[src/rtl/pdu_hex_input_pkg.sv]
// Debug-unit constants shared by the hex-entry front end, plus the
// 16-to-4 highest-index-wins priority encoder.
package pdu_hex_input_pkg;
    localparam int PDU_DIGITS           = 8;
    localparam int PDU_DATA_W           = 32;
    localparam int PDU_KEYS             = 16;
    localparam int PDU_DEBOUNCE_DEFAULT = 1000000;  // 10 ms at 100 MHz

    function automatic logic [3:0] prio_enc16(input logic [15:0] v);
        logic [3:0] r;
        r = 4'h0;
        for (int i = 0; i < 16; i++)
            if (v[i]) r = 4'(i);
        return r;
    endfunction
endpackage

[src/rtl/pdu_hex_input_if.sv]
// Key/delete/clear inputs and entered-value outputs of the hex-entry block.
interface pdu_hex_input_if;
    import pdu_hex_input_pkg::*;
    logic [PDU_KEYS-1:0]   x;
    logic                  del;
    logic                  clr;
    logic [PDU_DATA_W-1:0] data;
    logic [3:0]            digit;
    logic                  x_p;
    logic                  del_p;
    logic [3:0]            count;

    modport master (output x, del, clr, input data, digit, x_p, del_p, count);
    modport slave  (input x, del, clr, output data, digit, x_p, del_p, count);
endinterface

[src/rtl/pdu_debounce.sv]
// Synchronise, tick-sampled debounce and rising-edge detect for W raw inputs.
// A bit is accepted only after it reads identically on two consecutive ticks.
module pdu_debounce #(
    parameter int W               = 17,
    parameter int DEBOUNCE_CYCLES = 1000000,
    parameter int CNT_W           = 20
) (
    input  logic         clk,
    input  logic         rst,
    input  logic [W-1:0] raw,
    output logic [W-1:0] stable,
    output logic [W-1:0] rise
);
    logic [W-1:0]     sync1, sync2, samp, stable_d, eq;
    logic [CNT_W-1:0] cnt;
    logic             tick;

    assign tick = (cnt == CNT_W'(DEBOUNCE_CYCLES - 1));
    assign eq   = ~(sync2 ^ samp);
    assign rise = stable & ~stable_d;

    always_ff @(posedge clk or posedge rst) begin
        if (rst) begin
            cnt      <= '0;
            sync1    <= '0;
            sync2    <= '0;
            samp     <= '0;
            stable   <= '0;
            stable_d <= '0;
        end else begin
            cnt      <= tick ? '0 : cnt + CNT_W'(1);
            sync1    <= raw;
            sync2    <= sync1;
            stable_d <= stable;
            if (tick) begin
                samp   <= sync2;
                stable <= (samp & eq) | (stable & ~eq);
            end
        end
    end
endmodule

[src/rtl/pdu_hex_input.sv]
// Hex-key entry: debounced key/delete edges shift nibbles into a 32-bit value.
// clr beats delete, which beats any key; the highest-numbered key wins a tie.
module pdu_hex_input
    import pdu_hex_input_pkg::*;
#(
    parameter int DEBOUNCE_CYCLES = PDU_DEBOUNCE_DEFAULT,
    parameter int CNT_W           = 20
) (
    input  logic           clk,
    input  logic           rst,
    pdu_hex_input_if.slave bus
);
    logic [PDU_KEYS:0]     rise;
    logic [PDU_KEYS-1:0]   key_r;
    logic                  del_r;
    logic [3:0]            d;
    logic [PDU_DATA_W-1:0] data_q;
    logic [3:0]            digit_q, count_q;
    logic                  x_p_q, del_p_q;

    pdu_debounce #(
        .W(PDU_KEYS + 1), .DEBOUNCE_CYCLES(DEBOUNCE_CYCLES), .CNT_W(CNT_W)
    ) u_deb (
        .clk(clk), .rst(rst), .raw({bus.del, bus.x}), .stable(), .rise(rise)
    );

    assign key_r = rise[PDU_KEYS-1:0];
    assign del_r = rise[PDU_KEYS];
    assign d     = prio_enc16(key_r);

    always_ff @(posedge clk or posedge rst) begin
        if (rst) begin
            data_q  <= '0;
            digit_q <= '0;
            count_q <= '0;
            x_p_q   <= 1'b0;
            del_p_q <= 1'b0;
        end else begin
            x_p_q   <= 1'b0;
            del_p_q <= 1'b0;
            if (bus.clr) begin
                data_q  <= '0;
                count_q <= '0;
            end else if (del_r) begin
                data_q  <= {4'h0, data_q[PDU_DATA_W-1:4]};
                if (count_q != 4'd0) count_q <= count_q - 4'd1;
                del_p_q <= 1'b1;
            end else if (|key_r) begin
                data_q  <= {data_q[PDU_DATA_W-5:0], d};
                digit_q <= d;
                x_p_q   <= 1'b1;
                if (count_q < 4'(PDU_DIGITS)) count_q <= count_q + 4'd1;
            end
        end
    end

    assign bus.data  = data_q;
    assign bus.digit = digit_q;
    assign bus.count = count_q;
    assign bus.x_p   = x_p_q;
    assign bus.del_p = del_p_q;
endmodule

[src/flat_wrapper.sv]
// flat-port wrapper written by rule: the top's interface ports become plain ports
module pdu_hex_input_flat import pdu_hex_input_pkg::*;
#(
    parameter int DEBOUNCE_CYCLES = PDU_DEBOUNCE_DEFAULT,
    parameter int CNT_W           = 20
)
  (clk, rst, bus_x, bus_del, bus_clr, bus_data, bus_digit, bus_x_p, bus_del_p, bus_count);
  pdu_hex_input_if bus_i ();
  input  logic clk;
  input  logic rst;
  input wire logic [$bits(bus_i.x)-1:0] bus_x;
  input wire logic [$bits(bus_i.del)-1:0] bus_del;
  input wire logic [$bits(bus_i.clr)-1:0] bus_clr;
  output wire logic [$bits(bus_i.data)-1:0] bus_data;
  output wire logic [$bits(bus_i.digit)-1:0] bus_digit;
  output wire logic [$bits(bus_i.x_p)-1:0] bus_x_p;
  output wire logic [$bits(bus_i.del_p)-1:0] bus_del_p;
  output wire logic [$bits(bus_i.count)-1:0] bus_count;
  assign bus_i.x = bus_x;
  assign bus_i.del = bus_del;
  assign bus_i.clr = bus_clr;
  assign bus_data = bus_i.data;
  assign bus_digit = bus_i.digit;
  assign bus_x_p = bus_i.x_p;
  assign bus_del_p = bus_i.del_p;
  assign bus_count = bus_i.count;
  pdu_hex_input #(.DEBOUNCE_CYCLES(DEBOUNCE_CYCLES), .CNT_W(CNT_W)) u_core (.clk(clk), .rst(rst), .bus(bus_i));
endmodule
[config.mk]
export PLATFORM = sky130hd
export DESIGN_NAME = pdu_hex_input_flat
export DESIGN_NICKNAME = d
export VERILOG_FILES = /design/src/rtl/pdu_hex_input_pkg.sv /design/src/rtl/pdu_hex_input_if.sv /design/src/rtl/pdu_debounce.sv /design/src/rtl/pdu_hex_input.sv /design/src/flat_wrapper.sv
export SDC_FILE = /design/constraint.sdc
export NUM_CORES = 1
export LEC_CHECK = 0
export CAP_MARGIN = 20
export CORE_ASPECT_RATIO = 1.1
export CORE_MARGIN = 2
export CORE_UTILIZATION = 35
export CTS_BUF_LIST = sky130_fd_sc_hd__clkbuf_8
export DETAILED_ROUTE_END_ITERATION = 12
export SYNTH_ARGS = -nofsm -noshare
export SYNTH_HDL_FRONTEND = slang
export SYNTH_SLANG_ARGS = --single-unit
[constraint.sdc]
create_clock -name clk -period 14.7 [get_ports clk]
set_input_delay 4.41 -clock clk [delete_from_list [all_inputs] [get_ports clk]]
set_output_delay 4.41 -clock clk [all_outputs]
set_load 0.03 [all_outputs]
==> metrics.md <==
| Metric | Value |
|---|---|
| Remaining DRCs | 0 |
| Post-Synthesis Cells | 517 |
| Max Fclk | 0.1651 GHz |
| EDFF count, synth | 0 |
| Worst Path Arrival | 1650 ps |
| Fillers | 1528 |
| Period Utilization, post-route | 41.20% |
| CTS hold repair buffers | 0 |
| Clock Skew | 8.696 ps |
| TNS Setup | 0 ps |
| Root buf cell | clkbuf_8 |
| Yosys reg bits | 147 |
| IO buf count | 61 |
| CTS tree | done |
| Setup CP Type | flip-flop to output port |
| Total iterations of the first detailed-routing run | 4 |
| Crit end category | output port |
| Global route overflow | 0 |
| Syn nets | 541 |
| Fin nets | 602 |
| TritonCTS Buffers | 17 |
| Avg Inst Size Synth | 11.38 um^2 |
| Largest family of logic cells by synthesized area | compound AO/OA/AOI/OAI gates |
| # setup viols final | 0 |
| Core Footprint | 16430 um^2 |
| Worst slew margin | 33.83% |
| Pre-CTS setup slack | 8368 ps |
| # diodes | 0 |
| Post-CTS setup buffer count | 0 |
| Largest delay share family, worst path | buffers and inverters |
| Gr usage total | 13.69% |
| Mapped Area | 5886 um^2 |
| Status | complete, no violations |
| Initial core utilization | 35.82% |
| Async SR Flop Fraction | 100.0% |
| DRT iter0 DRCs | 293 |
| Lkg Pwr | 3.221 nW |
| Setup slack after layout | 8643 ps |
| Max Slew Vio Count | 0 |
| Worst-path cell chain | clkdlybuf4s50_1 |
| Util after Layout | 43.47% |
| Die footprint | 17870 um^2 |
| Detail Placement HPWL | 7406 um |
| Commonest non-fill, non-tap cell in the layout | dfrtp_1 |
| IR drop worst, VDD | 0.07513 mV |
| Worst Tran Pin Value | 992.5 ps |
| Final Hold Violating Endpoints | 0 |
| Site Rows | 49 |
| Post-route cell area | 7143 um^2 |
| Primary FF master, synth | dfrtp_1 |
| Htree depth | 4 |
| Routed WL | 11330 um |
| Final Critical Period | 6057 ps |
| RSZ-0062 raised after global routing | no |
| Placed inst area | 6690 um^2 |
| Critical Path Source Type | flip-flop |
| Vias in the first global route | 3905 |
| Mux cell area share after synthesis | 5.676% |
| Clock sinks | 147 |
| Compound-cell area share of the yosys netlist | 12.71% |
| Pwr/cell area | 107.1 nW/um^2 |
| Leading cell types in the layout, fill and taps excluded | 147 x dfrtp_1, 61 x clkdlybuf4s50_1, 53 x o21ai_0 |
| Clock latency reported for the late side of the worst-skew pair | 440 ps |
| I/O pins | 62 |
| Initial antenna violation count | 0 |
| DR vias | 3947 |
| Clock-pin slew on the worst setup and hold paths | 70 ps |
| Die Wd | 127.6 um |
| Chip Height | 140.0 um |
| Adder-cell area share of the yosys netlist | 0.9779% |
| Synth Area in Simple Gates | 12.71% |
| # resized after CTS | 0 |
| Req. time, crit path | 10290 ps |
| Worst-case clock buffer depth | 2 |
| Global-route wire length before repair | 19430 um |
| Unique masters post-synth | 48 |
| Ys Warns | 0 |
| Vias/cell | 4.977 |
| DRT antenna net count | 0 |
| Gpl congestion | 0.7682 |
| Worst path bufs/invs | 1 |
| CP max FO | 7 |
| Largest incremental delay on the critical path | 750 ps |
| Max-Cap Viols | 0 |
| Slowest-stage cell, CP | clkdlybuf4s50_1 |
| Layout area overhead | 21.36% |
| Hold crit path type | flip-flop to flip-flop |
| Hold WS | 349.6 ps |
| Largest net degree at the start of global routing | 90 |
| Post-synthesis xor/xnor area fraction | 2.083% |
| Share of cells above drive strength 1 | 6.961% |
| Sequential share of the synthesized area | 62.50% |
| Drt wl/cell | 14.29 um |
## cell usage after synthesis (all sizes together) (2+ instances only)
cell / number / share of area [%]
nand2b: 14 / 1.5
clkbuf: 16 / 1.0
a31oi: 2 / 0.21
o21ai: 55 / 4.7
nand4: 7 / 0.74
dfrtp: 147 / 63
a211oi: 26 / 3.3
and3: 8 / 0.85
inv: 25 / 1.6
nand3: 11 / 0.94
and2: 2 / 0.21
xnor2: 9 / 1.3
mux2i: 30 / 5.1
ha: 3 / 0.64
nand2: 32 / 2.0
buf: 8 / 0.66
xor2: 5 / 0.74
nor3: 3 / 0.26
nor2b: 9 / 1.1
o211ai: 2 / 0.26
nor4b: 2 / 0.55
mux2: 3 / 0.57
a2111oi: 3 / 0.77
a21o: 2 / 0.26
a21oi: 25 / 2.1
nor2: 47 / 3.0
and4: 5 / 0.74
nor4: 2 / 0.21
## cell families (layout without fill, tap and decap cells)
logic type	Yosys count	after routing
AOI/OAI and AO/OA	123	123
xor gates and xnor gates	14	14
adders and majority gates	4	4
buffers and inverters	50	122
DFF	147	147
muxes	33	33
and+or+nand+nor	146	146
## per-stage QoR
stage,total power [W],instances
2_1_floorplan,0.0004264,517
3_3_place_gp,0.0004352,762
3_5_place_dp,0.0004357,762
4_1_cts,0.0007784,792
5_1_grt,0.0007979,793
6_report,0.0007649,793
## metal layers
layer / part of all wire, % / track usage, % / wire length [um] / vias up
met5: 0 / 0 / 0 / -
met4: 1.3 / 4.916 / 145 / 0
met3: 3.8 / 4.011 / 433 / 14
met2: 49 / 21.93 / 5511 / 70
met1: 46 / 17.72 / 5243 / 1941
li1: - / - / - / 1922
## area by class of cell
type | instances | area [um^2] | share of cell area [%]
sequential | 147 | 3679 | 51.50
multi-input combinational | 320 | 2013 | 28.18
timing repair buffer | 66 | 660.6 | 9.249
clock buffer | 20 | 275.3 | 3.854
tap | 204 | 255.2 | 3.573
clock inverter | 10 | 157.7 | 2.207
inverter | 26 | 102.6 | 1.436
## power by group
part | switching, W | total (W) | internal, W
clock | 0.000143 | 0.000338 | 0.000196
sequential | 0.00000132 | 0.000410 | 0.000409
combinational | 0.0000111 | 0.0000165 | 0.00000538
total | 0.000155 | 0.000765 | 0.000610
## final timing paths
kind	start	to	slack, ps	depth (start not counted)
hold reg to reg	u_core.u_deb.sync1[5]	u_core.u_deb.sync2[5]	350	0
setup reg to reg	flip-flop	u_core.bus.count[3]	12130	8
max in group asynchronous	rst	asynchronous set/reset pin	8980	3
min in group asynchronous	rst	u_core.bus.data[30]	4510	2
hold / removal	u_core.u_deb.sync1[5]	u_core.u_deb.sync2[5]	350	0
setup / recovery	u_core.bus.count[3]	bus_count[3]	8640	1
Note: power is estimated with default switching activity, not from simulation.
